**src/rtl/draw_scheduler.sv**
```systemverilog
// Block-draw scheduler: queues cell draw/erase requests in a small FIFO and sequences
// the datapath through UPDATE/DRAW per block, with sticky win/lose screen requests.
module draw_scheduler #(
  parameter int DEPTH = 4
) (
  input  logic       clock,
  input  logic       reset,
  input  logic       req_valid,
  output logic       req_ready,
  input  logic [3:0] req_x,
  input  logic [3:0] req_y,
  input  logic       req_erase,
  input  logic       win_req,
  input  logic       lose_req,
  input  logic       screen_done,
  output logic [3:0] x_out,
  output logic [3:0] y_out,
  output logic       update,
  output logic       draw_game,
  output logic       erase,
  output logic       draw_win,
  output logic       draw_lose,
  output logic       plot,
  output logic       busy,
  output logic [1:0] state_dbg
);

  typedef enum logic [1:0] {S_IDLE, S_UPDATE, S_DRAW, S_SCREEN} state_t;

  localparam int AW = (DEPTH > 1) ? $clog2(DEPTH) : 1;
  localparam int CW = AW + 1;
  localparam logic [CW-1:0] FULL = CW'(DEPTH);

  state_t          state;
  logic [8:0]      mem [DEPTH];
  logic [AW-1:0]   wr_ptr;
  logic [AW-1:0]   rd_ptr;
  logic [CW-1:0]   count;
  logic [8:0]      head;
  logic [8:0]      draw_idx;
  logic            win_pend;
  logic            lose_pend;
  logic            cell_erase;
  logic            push;
  logic            pop;
  logic            enter_win;
  logic            enter_lose;

  // Request handshake: a request transfers on a rising edge where req_valid and
  // req_ready are both high; req_ready depends only on FIFO occupancy, never on req_valid.
  assign req_ready  = (count != FULL);
  assign push       = req_valid && req_ready;
  assign head       = mem[rd_ptr];
  assign enter_win  = (state == S_IDLE) && win_pend;
  assign enter_lose = (state == S_IDLE) && !win_pend && lose_pend;
  assign pop        = (state == S_IDLE) && !win_pend && !lose_pend && (count != '0);
  assign state_dbg  = state;

  always_ff @(posedge clock) begin
    if (!reset && push) mem[wr_ptr] <= {req_x, req_y, req_erase};
  end

  always_ff @(posedge clock) begin
    if (reset) begin
      state      <= S_IDLE;
      wr_ptr     <= '0;
      rd_ptr     <= '0;
      count      <= '0;
      win_pend   <= 1'b0;
      lose_pend  <= 1'b0;
      draw_idx   <= '0;
      cell_erase <= 1'b0;
      x_out      <= '0;
      y_out      <= '0;
      update     <= 1'b0;
      draw_game  <= 1'b0;
      erase      <= 1'b0;
      draw_win   <= 1'b0;
      draw_lose  <= 1'b0;
      plot       <= 1'b0;
      busy       <= 1'b0;
    end else begin
      if (push) wr_ptr <= wr_ptr + 1'b1;
      if (pop)  rd_ptr <= rd_ptr + 1'b1;
      case ({push, pop})
        2'b10:   count <= count + 1'b1;
        2'b01:   count <= count - 1'b1;
        default: count <= count;
      endcase

      // A fresh pulse in the entry cycle is kept so it is serviced again later.
      win_pend  <= (win_pend && !enter_win) || win_req;
      lose_pend <= (lose_pend && !enter_lose) || lose_req;

      // Outputs are registered: each transition loads the controls of the next state.
      case (state)
        S_IDLE: begin
          if (enter_win) begin
            state    <= S_SCREEN;
            draw_win <= 1'b1;
            busy     <= 1'b1;
          end else if (enter_lose) begin
            state     <= S_SCREEN;
            draw_lose <= 1'b1;
            busy      <= 1'b1;
          end else if (pop) begin
            state      <= S_UPDATE;
            x_out      <= head[8:5];
            y_out      <= head[4:1];
            cell_erase <= head[0];
            update     <= 1'b1;
            busy       <= 1'b1;
          end
        end
        S_UPDATE: begin
          state     <= S_DRAW;
          update    <= 1'b0;
          draw_idx  <= '0;
          draw_game <= !cell_erase;
          erase     <= cell_erase;
          plot      <= 1'b0;
        end
        S_DRAW: begin
          if (draw_idx == 9'd256) begin
            state     <= S_IDLE;
            draw_idx  <= '0;
            draw_game <= 1'b0;
            erase     <= 1'b0;
            plot      <= 1'b0;
            busy      <= 1'b0;
          end else begin
            draw_idx <= draw_idx + 1'b1;
            plot     <= 1'b1;
          end
        end
        S_SCREEN: begin
          if (screen_done) begin
            state     <= S_IDLE;
            draw_win  <= 1'b0;
            draw_lose <= 1'b0;
            busy      <= 1'b0;
          end
        end
        default: state <= S_IDLE;
      endcase
    end
  end

endmodule

```
**config.mk**
```make
export PLATFORM = sky130hd
export DESIGN_NAME = draw_scheduler
export DESIGN_NICKNAME = d
export VERILOG_FILES = /design/src/rtl/draw_scheduler.sv
export SDC_FILE = /design/constraint.sdc
export NUM_CORES = 1
export LEC_CHECK = 0
export ABC_AREA = 1
export CAP_MARGIN = 20
export CORE_MARGIN = 5
export CORE_UTILIZATION = 60
export DETAILED_ROUTE_END_ITERATION = 10
export GPL_TIMING_DRIVEN = 0
export MAX_ROUTING_LAYER = met4
export PLACE_DENSITY = 0.93
export SKIP_CTS_REPAIR_TIMING = 1
export SYNTH_ARGS = -nofsm -noshare
export SYNTH_HDL_FRONTEND = slang
export SYNTH_SLANG_ARGS = --single-unit
```
**constraint.sdc**
```tcl
create_clock -name clock -period 5.5 [get_ports clock]
set_input_delay 1.1 -clock clock [delete_from_list [all_inputs] [get_ports clock]]
set_output_delay 1.1 -clock clock [all_outputs]
set_load 0.1 [all_outputs]
```
==> results.yml, run 1 <==
run_status:
  outcome: "completed"
final_layout:
  layout.nets: 393
  design_area_um2: 3735
  n_antenna_cell: 0
  drive_above_1_share_pct: 11.11
  layout-area-overhead-vs-synth_pct: 20.12
  fin_cells: 439
pwr:
  sw_frac_of_total_pct: 43.72
  comb_power_share_pct: 41.7
  netSwitchingPower_w: 0.0008719
  cellInternalPower_w: 0.001123
  power.density_nw_per_um2: 534.0
  share_clk_of_total_power_pct: 23.7
  max-vdd-ir-drop_mv: 0.3629
  pwr-share-seq_pct: 34.6
  total_leakage_power_nw: 1.432
cts:
  ctsLongestPathBuffers: 2
  clock_latency_ns: 0.35
  cts_tree: "built"
  path_clk_slew_ns: 0.08
  clock_tree.htree_level_count: 3
  cts_sinks: 72
  cts_made_buffers: 9
  clk_root_buffer_cell: "sky130_fd_sc_hd__clkbuf_8"
global_routing:
  grt_first_pass_wirelength_um: 10450
  grt_ovf: 0
  first_global_vias: 2372
  pin_count_of_the_biggest_net_entering_global_routing: 15
  number_of_antenna_violations_at_the_first_check_in_global_routing: 0
  global_route.usage.total_pct: 21.82
timing:
  period_minus_ws_final_ns: 3.173
  rsz0062_at_grt: "false"
  worst_clock_skew_ns: 0.008032
  finalCritPeriodShare_pct: 57.68
  fmaxAchievable_mhz: 315.2
  timing.setup.tns_ns: 0
  setup_viols_final: 0
  hold_viol_final: 0
  max_slew.worst_pin.slew_ns: 0.9847
  slew-limit-headroom_pct: 34.15
  finalMaxSlewViolations: 0
worst_setup_path:
  cp_max_fo: 3
  worst-endpoint-arrival_ns: 2.07
  setup.reg_to_reg.worst_slack_ns: 2.92
  r2r_start: "state_dbg[1]$_SDFFE_PP0P_"
  worstSetupPathType: "flop to primary output"
  worst_setup_path_start_kind: "flop"
  timing.reg2reg.worst_path_depth: 13
  critPathRequiredTime_ns: 4.40
  regToRegEndpoint: "count[2]$_SDFFE_PP0P_"
  setup.worst_path.end_class: "primary output"
drt:
  totalWireLength_um: 6227
  drtPass1Iterations: 4
  drt_antenna_net_count: 0
  route.detailed.drc: 0
  drtIter0Drc: 181
  detailroute.via_count: 2351
  avgViaCountPerCell: 5.355
  average_wire_per_cell_in_the_routed_design_um: 14.18
synthesis:
  netlist.top_cell.by_area: "sky130_fd_sc_hd__edfxtp_1"
  synth_sequential_area_ratio_pct: 57.95
  yosys-top-cells-count: "sky130_fd_sc_hd__nor2_1 (61), sky130_fd_sc_hd__o21ai_0 (42), sky130_fd_sc_hd__dfxtp_1 (36), sky130_fd_sc_hd__edfxtp_1 (36), sky130_fd_sc_hd__inv_1 (32)"
  synth_top_area_share_pct: 34.77
  synth-main-ff-cell: "sky130_fd_sc_hd__edfxtp_1"
  post_synth_num_cell_types: 32
  synthesis.area_per_instance_um2: 9.656
  postSynthRegisterBits: 72
  synthTopCellsByArea: "sky130_fd_sc_hd__edfxtp_1 (35%), sky130_fd_sc_hd__dfxtp_1 (23%), sky130_fd_sc_hd__nor2_1 (7.4%)"
  most_frequent_cell_after_synthesis: "sky130_fd_sc_hd__nor2_1"
  ys_async_sr_fraction_pct: 0
  synth_warnings: 0
  synth_enable_flop_cells: 36
  mappedNetlistArea_um2: 3109
  synth_cells: 322
  synth.net_count: 351
die:
  initial_core_util_pct: 61.27
  core_area_um2: 5075
  die_area_um2: 6722
  placementRows: 26
  chipHeight_um: 81.99
  die_w_um: 81.99
  floorplan.io_pins: 33
placed_design:
  placed_cells_incl_taps: 423
  placedInstanceArea_um2: 3507
  finalWeightedCongestion: 0.8454
  io_buffers: 31
  place_hpwl_um: 4319
min_path:
  worst_hold_path.endpoint: "draw_lose$_SDFFE_PP0P_"
  hp-start: "draw_lose$_SDFFE_PP0P_"
  timing.hold.worst.class: "flop to flop"
  number_of_cells_traversed_by_the_worst_hold_path: 2
job:
  maxCapViolCount: 0
layout make-up:
type	count	area (µm²)
Clock inverter	7	103.9
Tap cell	70	87.58
Clock buffer	9	123.9
Timing Repair Buffer	31	310.3
Inverter	35	131.4
Buffer	11	70.07
Fill cell	374	1340
Sequential cell	72	1802
Multi-Input combinational cell	204	1106
how the worst max path moves through the flow:
stage	slack (ns)	cells after the start	from	endpoint
3_3_place_gp	2.67	5	reset	mem[3][1]$_DFFE_PP_
4_1_cts	2.30	3	count[1]$_SDFFE_PP0P_	req_ready
6_report	2.33	3	count[1]$_SDFFE_PP0P_	req_ready
3_5_place_dp	2.58	5	reset	mem[2][1]$_DFFE_PP_
2_1_floorplan	2.74	10	state_dbg[1]$_SDFFE_PP0P_	count[1]$_SDFFE_PP0P_
5_1_grt	2.26	3	count[1]$_SDFFE_PP0P_	req_ready
flip-flops by register name, summed over array words and instances, names as in the netlist:
register and flops:
busy 1, cell_erase 1, count 3, draw_game 1, draw_idx 9, draw_lose 1
draw_win 1, erase 1, lose_pend 1, mem 36, plot 1, rd_ptr 2
state_dbg 2, update 1, win_pend 1, wr_ptr 2, x_out 4, y_out 4
kinds of logic after synthesis:
kind of cell	count (synthesis)	synth area share, %
buffers and inverters	46	6.479
adder cells (fa/ha/maj)	14	5.875
AO/OA/AOI/OAI	70	11.71
XOR/XNOR	3	0.8452
AND/OR/NAND/NOR	117	17.14
flip-flops	72	57.95
metrics by stage:
stage / util [%] / power, W / worst slack (ns) / hold WS, ns
after floorplan: - / 0.001335 / 2.742 / 0.4423
after global placement: 69.11 / 0.001504 / 2.666 / 0.4481
after detailed placement: 69.11 / 0.001530 / 2.577 / 0.4535
after CTS: 73.59 / 0.002004 / 2.301 / 0.4652
after global routing: 73.59 / 0.002103 / 2.258 / 0.4951
final: 73.59 / 0.001995 / 2.328 / 0.4629
cells in the final DEF (no fill, tap or decap), types with 4 or more instances in the layout:
master	Yosys	routed
sky130_fd_sc_hd__edfxtp_1	36	36
sky130_fd_sc_hd__buf_2	5	5
sky130_fd_sc_hd__dfxtp_1	36	36
sky130_fd_sc_hd__clkbuf_8	0	9
sky130_fd_sc_hd__nor2_1	61	61
sky130_fd_sc_hd__a31oi_1	9	9
sky130_fd_sc_hd__a21oi_1	17	17
sky130_fd_sc_hd__clkdlybuf4s50_1	0	31
sky130_fd_sc_hd__ha_1	13	13
sky130_fd_sc_hd__inv_1	32	32
sky130_fd_sc_hd__buf_4	4	4
sky130_fd_sc_hd__o21ai_0	42	42
sky130_fd_sc_hd__nand3_1	10	10
sky130_fd_sc_hd__nand2_1	29	29
worst max-delay path, cell delays in order, from the launching register on:
cell	delay (ns)
sky130_fd_sc_hd__dfxtp_1	0.34
sky130_fd_sc_hd__inv_1	0.08
sky130_fd_sc_hd__nand3_1	0.14
sky130_fd_sc_hd__clkdlybuf4s50_1	1.15
metal layers:
metal | share of wire [%] | GRT usage [%] | wire, µm | vias to the layer above
met5 | 0 | - | 0 | -
met4 | 2.9 | 14.45 | 182 | 0
met3 | 5.8 | 3.618 | 360 | 15
met2 | 52 | 36.67 | 3221 | 72
met1 | 40 | 23.70 | 2463 | 1107
li1 | - | - | - | 1157
power by group through the flow:
stage | clock [W] | sequential [W] | combinational (W)
after floorplan | 0 | 0.000998 | 0.000337
after global placement | 0 | 0.000698 | 0.000806
after detailed placement | 0 | 0.000700 | 0.000830
after CTS | 0.000480 | 0.000690 | 0.000835
after global routing | 0.000498 | 0.000699 | 0.000906
final | 0.000473 | 0.000690 | 0.000831
No activity file was read; power rests on OpenSTA's default activity.
==> run 2: changes to the inputs <==
--- a/config.mk
+++ b/config.mk
@@ -8,11 +8,11 @@
 export ABC_AREA = 1
 export CAP_MARGIN = 20
 export CORE_MARGIN = 5
-export CORE_UTILIZATION = 60
+export CORE_UTILIZATION = 50
 export DETAILED_ROUTE_END_ITERATION = 10
 export GPL_TIMING_DRIVEN = 0
 export MAX_ROUTING_LAYER = met4
-export PLACE_DENSITY = 0.93
+export PLACE_DENSITY = 0.84
 export SKIP_CTS_REPAIR_TIMING = 1
 export SYNTH_ARGS = -nofsm -noshare
 export SYNTH_HDL_FRONTEND = slang
==> constraint.sdc (replaced) <==
create_clock -name clock -period 2.7 [get_ports clock]
set_input_delay 0.54 -clock clock [delete_from_list [all_inputs] [get_ports clock]]
set_output_delay 0.54 -clock clock [all_outputs]
set_load 0.1 [all_outputs]
==> run 2 against run 1 <==
Compared with the run above:
- register-to-register slack got worse by 2.6 ns
- global-route usage fell by 3.1 points
- die area rose by 17%
- combinational power rose by 110%
- clock power rose by 110%
- design area rose by 0.50%
- core utilization fell by 11 points
- critical endpoint unchanged
- largest power group unchanged
==> results.yml, run 2 (synthesis results as in run 1) <==
worst_setup_path:
  worst_path_dominant_cell_family: "buffers and inverters"
  crit_chain: "inv_1 -> nand3_2 -> clkdlybuf4s50_1"
  max_stage_delay_ns: 1.14
  cp_max_fo: 3
  timing.reg2reg.worst_path_depth: 13
  setup.worst_path.end_class: "primary output"
  timing.critical_path.buf_inv: 2
  r2r_start: "state_dbg[0]$_SDFFE_PP0P_"
  worstSetupPathType: "flop to primary output"
  critPathRequiredTime_ns: 2.16
  setup.reg_to_reg.worst_slack_ns: 0.31
  worst_setup_path_start_kind: "flop"
  worst_path_max_delay_cell: "sky130_fd_sc_hd__clkdlybuf4s50_1"
  regToRegEndpoint: "count[2]$_SDFFE_PP0P_"
  worst-endpoint-arrival_ns: 2.03
die:
  floorplan.io_pins: 33
  core_area_um2: 5991
  die_area_um2: 7895
  placementRows: 28
  die_w_um: 88.86
  chipHeight_um: 88.86
  initial_core_util_pct: 51.90
final_layout:
  layout.nets: 393
  most-common-layout-cells: "sky130_fd_sc_hd__nor2_1 (61), sky130_fd_sc_hd__o21ai_0 (42), sky130_fd_sc_hd__edfxtp_1 (36)"
  fill_cell_instance_count_of_the_final_layout: 504
  layout-area-overhead-vs-synth_pct: 20.72
  register_area_um2: 1804
  multi_input_comb_area_um2: 1111
  design_area_um2: 3754
  drive_above_1_share_pct: 12.20
  regMostFlops: "mem"
  n_antenna_cell: 0
  layout.cells.most_common: "sky130_fd_sc_hd__nor2_1"
  reg.largest.list: "mem: 36 flops, draw_idx: 9 flops"
  fin_util_pct: 62.66
  largest_register_ffs: 36
timing:
  fmaxAchievable_mhz: 389.6
  whs_ns: 0.4403
  setup_ws_ns: 0.1331
  worst_clock_skew_ns: 0.01032
  slew-limit-headroom_pct: 34.04
  rsz0062_at_grt: "false"
  timing.setup.tns_ns: 0
  finalMaxSlewViolations: 0
  max_slew.worst_pin.slew_ns: 0.9863
  setup_viols_final: 0
  hold_viol_final: 0
  period_minus_ws_final_ns: 2.567
  finalCritPeriodShare_pct: 95.07
drt:
  detailroute.via_count: 2343
  drtIter0Drc: 133
  route.detailed.drc: 0
  drt_antenna_net_count: 0
  drtPass1Iterations: 5
  totalWireLength_um: 6430
  avgViaCountPerCell: 5.277
  average_wire_per_cell_in_the_routed_design_um: 14.48
global_routing:
  first_global_vias: 2319
  global_route.usage.total_pct: 18.73
  pin_count_of_the_biggest_net_entering_global_routing: 15
  grt_first_pass_wirelength_um: 10700
  grt_ovf: 0
  number_of_antenna_violations_at_the_first_check_in_global_routing: 0
min_path:
  number_of_cells_traversed_by_the_worst_hold_path: 2
  timing.hold.worst.class: "input port to flop"
  hp-start: "reset"
  worst_hold_path.endpoint: "state_dbg[0]$_SDFFE_PP0P_"
cts:
  ctsLongestPathBuffers: 2
  cts_tree: "built"
  clk_root_buffer_cell: "sky130_fd_sc_hd__clkbuf_8"
  clock_tree.htree_level_count: 3
  clock_latency_ns: 0.36
  cts_made_buffers: 9
  cts_sinks: 72
  path_clk_slew_ns: 0.09
placed_design:
  io_buffers: 31
  finalWeightedCongestion: 0.8176
  dpl_worst_slack_ns: 0.2136
  place_hpwl_um: 4329
  placedInstanceArea_um2: 3521
pwr:
  max-vdd-ir-drop_mv: 0.7385
  power.density_nw_per_um2: 1091
  total_leakage_power_nw: 1.436
job:
  maxCapViolCount: 0
run_status:
  outcome: "completed"
==> run 2: area by class of cell <==
cell class / count / share of cell area, %
Multi-Input combinational cell: 204 / 29.60
Timing Repair Buffer: 31 / 8.267
Inverter: 35 / 3.500
Clock buffer: 9 / 3.300
Buffer: 11 / 2.033
Sequential cell: 72 / 48.07
Clock inverter: 7 / 2.733
Tap cell: 75 / 2.500
==> run 2: worst max path at each step <==
stage | from | end | cells after the start
2_1_floorplan | state_dbg[1]$_SDFFE_PP0P_ | count[2]$_SDFFE_PP0P_ | 13
3_3_place_gp | state_dbg[1]$_SDFFE_PP0P_ | count[2]$_SDFFE_PP0P_ | 13
3_5_place_dp | state_dbg[1]$_SDFFE_PP0P_ | count[2]$_SDFFE_PP0P_ | 13
4_1_cts | count[1]$_SDFFE_PP0P_ | req_ready | 3
5_1_grt | state_dbg[0]$_SDFFE_PP0P_ | count[2]$_SDFFE_PP0P_ | 13
6_report | count[1]$_SDFFE_PP0P_ | req_ready | 3
==> run 2: stage by stage <==
step | power (W) | std cells
after floorplan | 0.002727 | 322
after global placement | 0.003084 | 428
after detailed placement | 0.003127 | 428
after CTS | 0.004094 | 444
after global routing | 0.004324 | 444
final | 0.004097 | 444
==> run 2: routing by layer <==
metal / up-vias / routed length, µm / GRT usage [%]
li1: 1160 / - / -
met1: 1095 / 2775 / 21.00
met2: 75 / 3187 / 31.17
met3: 13 / 353 / 5.680
met4: 0 / 114 / 7.418
met5: - / 0 / -
==> run 2: where the power goes <==
group          internal [W]  switching, W
Clock              0.000533      0.000441
Sequential          0.00131     0.0000988
Combinational      0.000456       0.00126
